$ cat config.mk
export PLATFORM = sky130hd
export DESIGN_NAME = seq_alu
export DESIGN_NICKNAME = d
export VERILOG_FILES = /design/src/rtl/seq_alu_pkg.sv /design/src/rtl/seq_alu_iter.sv /design/src/rtl/seq_alu.sv
export SDC_FILE = /design/constraint.sdc
export NUM_CORES = 2
export LEC_CHECK = 0
export BUFFER_PORTS_ARGS = -buffer_cell sky130_fd_sc_hd__buf_4
export CORE_ASPECT_RATIO = 0.5
export CORE_MARGIN = 5
export CORE_UTILIZATION = 40
export DETAILED_ROUTE_END_ITERATION = 10
export GPL_TIMING_DRIVEN = 0
export PLACE_DENSITY_LB_ADDON = 0.05
export SLEW_MARGIN = 5
export SYNTH_ARGS = -nofsm -noshare
export SYNTH_HDL_FRONTEND = slang
export SYNTH_SLANG_ARGS = --single-unit
$ cat constraint.sdc
create_clock -name clk -period 4.1 [get_ports clk]
set_clock_uncertainty 0.05 [all_clocks]
set_input_delay 0.615 -clock clk [delete_from_list [all_inputs] [get_ports clk]]
set_output_delay 0.615 -clock clk [all_outputs]
set_load 0.1 [all_outputs]
$ cat src/rtl/seq_alu_pkg.sv
`default_nettype none
// ============================================================================
// Module  : seq_alu_pkg
// Brief   : Op-code values and controller state encoding for seq_alu.
// Rev     : 1.0  initial release
// ============================================================================
package seq_alu_pkg;

  // Op codes are kept bit-identical to the single-cycle datapath ALU.
  localparam logic [4:0] OP_ADD   = 5'd1;
  localparam logic [4:0] OP_SUB   = 5'd2;
  localparam logic [4:0] OP_AND   = 5'd3;
  localparam logic [4:0] OP_OR    = 5'd4;
  localparam logic [4:0] OP_NEG   = 5'd5;
  localparam logic [4:0] OP_NOT   = 5'd6;
  localparam logic [4:0] OP_SHR   = 5'd7;
  localparam logic [4:0] OP_SHL   = 5'd8;
  localparam logic [4:0] OP_ROR   = 5'd9;
  localparam logic [4:0] OP_ROL   = 5'd10;
  localparam logic [4:0] OP_DIV   = 5'd11;
  localparam logic [4:0] OP_MUL   = 5'd12;
  localparam logic [4:0] OP_SHRA  = 5'd13;
  localparam logic [4:0] OP_INCPC = 5'd14;

  typedef enum logic [1:0] {
    ST_IDLE = 2'd0,
    ST_MUL  = 2'd1,
    ST_DIV  = 2'd2,
    ST_FIX  = 2'd3
  } state_e;

endpackage
`default_nettype wire

$ cat src/rtl/seq_alu_iter.sv
`default_nettype none
// ============================================================================
// Module  : seq_alu_iter
// Brief   : One radix-2 step of unsigned shift-add multiply or restoring
//           divide on a {hi, lo} accumulator pair.
// Rev     : 1.0  initial release
// ============================================================================
module seq_alu_iter
  import seq_alu_pkg::*;
#(
  parameter int WIDTH = 32
) (
  input  logic             mul_mode_i,  // 1: multiply step, 0: divide step
  input  logic [WIDTH-1:0] hi_i,        // partial product high / partial remainder
  input  logic [WIDTH-1:0] lo_i,        // multiplier bits / dividend-quotient bits
  input  logic [WIDTH-1:0] m_i,         // multiplicand / divisor magnitude
  output logic [WIDTH-1:0] hi_o,
  output logic [WIDTH-1:0] lo_o
);

  logic [WIDTH:0]   w_sum;   // hi + (multiplier LSB ? multiplicand : 0), with carry
  logic [WIDTH:0]   w_shr;   // remainder shifted left, next dividend bit brought in
  logic [WIDTH-1:0] w_rem;   // trial remainder; fits WIDTH bits whenever it is kept
  logic             w_ge;

  // Multiply shifts the carry-extended sum right into lo; divide shifts left and
  // keeps the trial subtraction only when it does not go negative.
  always_comb begin
    w_sum = {1'b0, hi_i} + (lo_i[0] ? {1'b0, m_i} : '0);
    w_shr = {hi_i, lo_i[WIDTH-1]};
    w_ge  = (w_shr >= {1'b0, m_i});
    w_rem = w_shr[WIDTH-1:0] - m_i;
    hi_o  = hi_i;
    lo_o  = lo_i;
    if (mul_mode_i) begin
      hi_o = w_sum[WIDTH:1];
      lo_o = {w_sum[0], lo_i[WIDTH-1:1]};
    end else if (w_ge) begin
      hi_o = w_rem;
      lo_o = {lo_i[WIDTH-2:0], 1'b1};
    end else begin
      hi_o = w_shr[WIDTH-1:0];
      lo_o = {lo_i[WIDTH-2:0], 1'b0};
    end
  end

endmodule
`default_nettype wire

$ cat src/rtl/seq_alu.sv
`default_nettype none
// ============================================================================
// Module  : seq_alu
// Brief   : Multi-cycle ALU: single-cycle logic/shift ops, iterative signed
//           MUL and DIV (one bit per clock) with start/ready/done handshake.
// Rev     : 1.0  initial release
// ============================================================================
module seq_alu
  import seq_alu_pkg::*;
#(
  parameter int WIDTH = 32
) (
  input  logic               clk,
  input  logic               clr,       // asynchronous, active low
  input  logic               start,
  input  logic               flush,
  input  logic [4:0]         op,
  input  logic [WIDTH-1:0]   a,
  input  logic [WIDTH-1:0]   b,
  output logic               ready,
  output logic               done,
  output logic [2*WIDTH-1:0] result,
  output logic               div_zero,
  output logic               illegal
);

  localparam int             SHW      = $clog2(WIDTH);
  localparam logic [SHW:0]   CNT_INIT = (SHW+1)'(WIDTH);
  localparam logic [SHW:0]   CNT_ONE  = (SHW+1)'(1);

  state_e               state_q, state_d;
  logic [WIDTH-1:0]     hi_q, hi_d, lo_q, lo_d, m_q, m_d;
  logic [SHW:0]         cnt_q, cnt_d;
  logic                 is_mul_q, is_mul_d;
  logic                 sgn_lo_q, sgn_lo_d;   // negate low half (or whole product for MUL)
  logic                 sgn_hi_q, sgn_hi_d;   // negate remainder
  logic                 dz_pend_q, dz_pend_d; // divide-by-zero, reported at FIX
  logic                 done_q, done_d;
  logic [2*WIDTH-1:0]   result_q, result_d;
  logic                 div_zero_q, div_zero_d;
  logic                 illegal_q, illegal_d;

  logic [WIDTH-1:0]     w_abs_a, w_abs_b, w_simple, w_hi_nx, w_lo_nx;
  logic [SHW-1:0]       w_sh;
  logic [SHW:0]         w_shc;
  logic                 w_legal;
  logic [2*WIDTH-1:0]   w_prod, w_fix;

  seq_alu_iter #(.WIDTH(WIDTH)) u_iter (
    .mul_mode_i (is_mul_q),
    .hi_i       (hi_q),
    .lo_i       (lo_q),
    .m_i        (m_q),
    .hi_o       (w_hi_nx),
    .lo_o       (w_lo_nx)
  );

  // Single-cycle ops; rotates use the complementary shift (a<<WIDTH yields 0).
  always_comb begin
    w_sh     = b[SHW-1:0];
    w_shc    = CNT_INIT - {1'b0, w_sh};
    w_abs_a  = a[WIDTH-1] ? -a : a;
    w_abs_b  = b[WIDTH-1] ? -b : b;
    w_legal  = 1'b1;
    w_simple = '0;
    case (op)
      OP_ADD:   w_simple = a + b;
      OP_SUB:   w_simple = a - b;
      OP_AND:   w_simple = a & b;
      OP_OR:    w_simple = a | b;
      OP_NEG:   w_simple = -a;
      OP_NOT:   w_simple = ~a;
      OP_SHR:   w_simple = a >> w_sh;
      OP_SHL:   w_simple = a << w_sh;
      OP_ROR:   w_simple = (a >> w_sh) | (a << w_shc);
      OP_ROL:   w_simple = (a << w_sh) | (a >> w_shc);
      OP_SHRA:  w_simple = $signed(a) >>> w_sh;
      OP_INCPC: w_simple = b + WIDTH'(1);
      default:  w_legal  = 1'b0;
    endcase
  end

  // Sign fix-up of the unsigned magnitude result.
  always_comb begin
    w_prod = {hi_q, lo_q};
    if (is_mul_q) begin
      w_fix = sgn_lo_q ? -w_prod : w_prod;
    end else begin
      w_fix = {(sgn_hi_q ? -hi_q : hi_q), (sgn_lo_q ? -lo_q : lo_q)};
    end
  end

  // Controller next-state and datapath register inputs.
  always_comb begin
    state_d    = state_q;
    hi_d       = hi_q;
    lo_d       = lo_q;
    m_d        = m_q;
    cnt_d      = cnt_q;
    is_mul_d   = is_mul_q;
    sgn_lo_d   = sgn_lo_q;
    sgn_hi_d   = sgn_hi_q;
    dz_pend_d  = dz_pend_q;
    done_d     = 1'b0;
    result_d   = result_q;
    div_zero_d = div_zero_q;
    illegal_d  = illegal_q;
    if (flush) begin
      state_d = ST_IDLE;
    end else begin
      case (state_q)
        ST_IDLE: begin
          if (start) begin
            div_zero_d = 1'b0;
            illegal_d  = 1'b0;
            case (op)
              OP_MUL: begin
                state_d  = ST_MUL;
                is_mul_d = 1'b1;
                hi_d     = '0;
                lo_d     = w_abs_b;
                m_d      = w_abs_a;
                sgn_lo_d = a[WIDTH-1] ^ b[WIDTH-1];
                cnt_d    = CNT_INIT;
              end
              OP_DIV: begin
                is_mul_d = 1'b0;
                sgn_hi_d = a[WIDTH-1];
                if (b == '0) begin
                  // Quotient forced to all ones, remainder reconstructs a.
                  state_d   = ST_FIX;
                  hi_d      = w_abs_a;
                  lo_d      = '1;
                  sgn_lo_d  = 1'b0;
                  dz_pend_d = 1'b1;
                end else begin
                  state_d   = ST_DIV;
                  hi_d      = '0;
                  lo_d      = w_abs_a;
                  m_d       = w_abs_b;
                  sgn_lo_d  = a[WIDTH-1] ^ b[WIDTH-1];
                  dz_pend_d = 1'b0;
                  cnt_d     = CNT_INIT;
                end
              end
              default: begin
                done_d    = 1'b1;
                result_d  = {{WIDTH{1'b0}}, w_simple};
                illegal_d = ~w_legal;
              end
            endcase
          end
        end
        ST_MUL, ST_DIV: begin
          hi_d  = w_hi_nx;
          lo_d  = w_lo_nx;
          cnt_d = cnt_q - CNT_ONE;
          if (cnt_q == CNT_ONE) state_d = ST_FIX;
        end
        ST_FIX: begin
          state_d    = ST_IDLE;
          done_d     = 1'b1;
          result_d   = w_fix;
          div_zero_d = dz_pend_q;
        end
        default: state_d = ST_IDLE;
      endcase
    end
  end

  // State and datapath registers; reset discards any op in flight.
  always_ff @(posedge clk or negedge clr) begin
    if (!clr) begin
      state_q    <= ST_IDLE;
      hi_q       <= '0;
      lo_q       <= '0;
      m_q        <= '0;
      cnt_q      <= '0;
      is_mul_q   <= 1'b0;
      sgn_lo_q   <= 1'b0;
      sgn_hi_q   <= 1'b0;
      dz_pend_q  <= 1'b0;
      done_q     <= 1'b0;
      result_q   <= '0;
      div_zero_q <= 1'b0;
      illegal_q  <= 1'b0;
    end else begin
      state_q    <= state_d;
      hi_q       <= hi_d;
      lo_q       <= lo_d;
      m_q        <= m_d;
      cnt_q      <= cnt_d;
      is_mul_q   <= is_mul_d;
      sgn_lo_q   <= sgn_lo_d;
      sgn_hi_q   <= sgn_hi_d;
      dz_pend_q  <= dz_pend_d;
      done_q     <= done_d;
      result_q   <= result_d;
      div_zero_q <= div_zero_d;
      illegal_q  <= illegal_d;
    end
  end

  assign ready    = (state_q == ST_IDLE);
  assign done     = done_q;
  assign result   = result_q;
  assign div_zero = div_zero_q;
  assign illegal  = illegal_q;

endmodule
`default_nettype wire

==> impl_summary.txt <==
----------------------------------------------------
[GRT]
  Number of global-route vias before repair ... around 33,000
  GR Util All Layers ... 44.3%
  Number of antenna violations at the first check in global routing ... 4
  Total overflow reported by the global router ... 0
  Global-route wire length before repair ... 241 mm
  Largest net degree at the start of global routing ... 92

[Clocking]
  Cts-stage hold buffer count ... 0
  Clock tree root driver cell ... sky130_fd_sc_hd__clkbuf_16
  Maximum level of the CTS H-tree ... 4
  Clock tree from TritonCTS ... built
  CTS buffer count ... 17
  Clk_lat worst skew ... 0.47 ns
  Clock sinks ... between 150 and 200
  Clock Path Buffers ... 2
  Clock-pin slew reported for the worst setup and hold paths after clock tree synthesis ... 0.08 ns

[Place]
  Sum of net half-perimeters after detailed placement ... 140 mm
  Routability congestion estimate from global placement ... 1.08
  DP Worst Slack ... -3.21 ns
  Port bufs ... 140

[Logic synthesis]
  Post-synth ARST share ... 100%
  Sequential-to-total area share from yosys stat ... between 10% and 20%
  Gate Count Post-Synth ... 3,999
  Syn Nets ... between 4,000 and 5,000
  Avg Inst Size Synth ... 6.89 um2
  Synth Cell Area ... 0.0275 mm2
  Register bit count reported by yosys ... 175
  Flip-flop cell with the highest count after synthesis ... sky130_fd_sc_hd__dfrtp_1
  Synth unique cells ... 84
  Warnings from Yosys ... 0
  Number of synthesized flops with an enable pin ... 0

[Setup path]
  Data required time at the worst endpoint ... 4.44 ns
  CP Launch Type ... input port
  Number of cell instances on the worst register-to-register path ... 12
  Worst reg2reg path endpoint ... result[28]$_DFFE_PN0P_
  Crit Reg-Reg Startpoint ... state_q[1]$_DFFE_PN0P_
  Arr. time, crit path ... 4.61 ns
  Slack of the worst reg-to-reg path ... 0.14 ns
  Classification of the worst setup path ... input port to flip-flop
  Largest fanout of any net on the critical path ... 9
  Endpoint type of the worst setup path ... flip-flop

[Pwr]
  Sw Ratio ... 59.7%
  Internal power component ... about 8.0 mW
  Register share of total power ... 16.1%
  Worst voltage drop across the vdd grid ... 0.000531 V
  Proportion of power drawn by combinational gates ... roughly 75%
  Cell area power density ... between 600 and 700 mW/mm2
  Net Switching ... 11.8 mW
  Static power due to leakage ... 13.5 nW
  Share of power burned in the clock network ... 8.8%
  Power consumption ... 19.8 mW

[Timing]
  Post-route fraction of the period consumed by the critical path ... 104%
  Time the worst path needs with I/O delays and setup ... 4.27 ns
  Max Slew Vio Count ... 0
  Max Freq ... 234 MHz
  Min Hold Slack ... 0.0955 ns
  Relative slew slack ... between 6 and 7%
  Transition time at the pin with the least slew margin ... 1.40 ns
  Setup repair after global routing missed its margin ... yes
  Post-layout worst setup margin ... -0.169 ns
  Count of endpoints failing hold in the final timing report ... 0
  Total of endpoints with negative setup slack in the final report ... 21

[Floorplanning]
  Floorplan core area ... 0.0686 mm2
  Initial cell density of the core ... 40.2%
  Number of rows created at floorplan ... 68
  Die area ... about 0.075 mm2
  Number of ports placed on the die boundary ... about 140
  Height of the die ... between 150 and 200 um
  Horiz. Die Dim ... 381 um

[Routing]
  Detailed Route Iter0 Violations ... ~5,800
  DRC Markers ... 0
  Number of vias in the routed layout ... 35,232
  Total length of routed wires ... 174 mm
  WL/cell ... 34.0 um
  Via-to-Cell Ratio ... slightly below 7
  Final antenna-violating net count ... 0
  Detailed-routing iteration count for the pre-antenna-repair pass ... 6

[Job]
  Maximum capacitance violations ... 0

[Cells and area]
  Antenna diode count ... 0
  Share of final-layout standard cells stronger than drive strength 1 ... approximately 16%
  Final nets ... 4,479
  Area growth from synthesis to layout ... 18.1%

[Worst hold path]
  Worst min path class ... input port to asynchronous set/reset pin

[Outcome]
  Failing checks ... setup timing
  Result of the run ... complete, but fails checks

----------------------------------------------------
placed cells by master (no fill, tap or decap), drive strengths merged, types with 21 or more instances in the layout:
cell     netlist  layout
or3           40      40
o21ai        389     389
nand3         85      85
a2111oi       21      21
nor2         437     437
or2           21      21
mux2i        134     134
nand2        501     501
o31ai         30      30
o211ai        43      43
a211oi        82      82
a221oi        32      32
o21a          22      22
nor3         113     113
a31oi         42      42
inv          154     159
nand4         35      35
dfrtp        175     175
and3          21      21
nor4          24      24
o22ai         69      69
xnor2        190     190
nand2b        31      31
mux2          62      62
xor2          55      55
clkbuf       230     209
a21o          52      52
nor2b         32      32
a21oi        375     375
buf           50     271
o221ai        23      23
ha           200     200
a22oi         30      30
sequential cells by signal, indices dropped and copies added, names as in the netlist:
| name | count |
|---|---|
| cnt_q | 6 |
| div_zero | 1 |
| done | 1 |
| dz_pend_q | 1 |
| hi_q | 32 |
| illegal | 1 |
| is_mul_q | 1 |
| lo_q | 32 |
| m_q | 32 |
| result | 64 |
| sgn_hi_q | 1 |
| sgn_lo_q | 1 |
| state_q | 2 |
cells in the mapped netlist (all sizes together) (50+ instances only):
cell	n	share of area [%]
nor3	113	2.1
dfrtp	175	16
a21o	52	1.4
mux2	62	2.5
ha	200	9.1
o21ai	389	7.1
inv	154	2.1
mux2i	134	4.9
a21oi	375	6.8
o22ai	69	1.6
xnor2	190	6.0
a211oi	82	2.2
nand3	85	1.5
nor2	437	6.0
xor2	55	1.7
clkbuf	230	3.1
buf	50	0.78
nand2	501	6.8
area by class of cell:
cell class,count,area [um2]
Timing Repair Buffer,207,1620
Clock inverter,14,148
Fill cell,7185,36100
Inverter,158,616
Multi-Input combinational cell,3386,22900
Tap cell,910,1140
Clock buffer,18,439
Buffer,257,1270
Sequential cell,175,4380
worst max-delay path, cell delays in order:
cell and delay [ns]:
sky130_fd_sc_hd__buf_4 0.13, sky130_fd_sc_hd__clkbuf_1 0.55, sky130_fd_sc_hd__inv_2 0.29, sky130_fd_sc_hd__o21ai_0 0.73, sky130_fd_sc_hd__mux2i_1 0.20, sky130_fd_sc_hd__mux2i_1 0.39, sky130_fd_sc_hd__mux2i_1 0.14, sky130_fd_sc_hd__o21ai_0 0.52
sky130_fd_sc_hd__a21oi_1 0.09, sky130_fd_sc_hd__o22ai_1 0.66, sky130_fd_sc_hd__nor3_1 0.11, sky130_fd_sc_hd__a31oi_1 0.20
metal layers:
layer	part of all wire, %	track usage (%)
met4	7.5	25.7
met1	39	58.0
met3	13	11.5
met2	41	66.1
met5	0.026	0
cell families (layout without fill, tap and decap cells):
| group | Yosys count | in the layout | share of synthesized area [%] |
|---|---|---|---|
| multiplexers | 208 | 208 | 8.39 |
| AO/OA/AOI/OAI | 1324 | 1324 | 29.6 |
| buffers and inverters | 438 | 654 | 6.08 |
| adder cells (fa/ha/maj) | 204 | 204 | 9.38 |
| XOR/XNOR | 245 | 245 | 7.79 |
| flip-flops | 175 | 175 | 15.9 |
| AND/OR/NAND/NOR | 1405 | 1405 | 22.9 |
worst max-delay path by stage:
stage	startpoint	to	slack, ns	depth (start not counted)
floorplan	b[2]	result[28]$_DFFE_PN0P_	-0.07	16
global placement	b[0]	result[1]$_DFFE_PN0P_	-3.63	18
detailed placement	b[0]	result[5]$_DFFE_PN0P_	-3.21	18
CTS	b[0]	result[23]$_DFFE_PN0P_	0.002	16
global route	a[13]	result[31]$_DFFE_PN0P_	-0.14	14
finish	a[18]	result[20]$_DFFE_PN0P_	-0.17	12
power groups by stage:
stage	clock network (mW)	registers, mW	logic, mW
finish	1.74	3.18	14.9
global route	1.80	3.22	15.6
CTS	1.73	3.12	13.9
detailed placement	0	3.15	13.6
global placement	0	3.12	13.5
floorplan	0	3.94	8.28
repair_timing:
action                     CTS  global route
setup endpoints to repair  149           125
gates resized for setup    285           211
buffers inserted            24            39
pin swaps                   26            64
per-stage QoR:
stage,TNS [ns],utilization (%),instance area [um2],cells
global placement,-321.12,43.4,29800,5049
detailed placement,-312.08,43.5,29800,5053
floorplan,-0.0695,-,27600,3999
CTS,0,46.0,31600,5098
finish,-1.54,47.4,32500,5125
global route,-0.902,47.4,32500,5125
No activity file was read; power rests on OpenSTA's default activity.
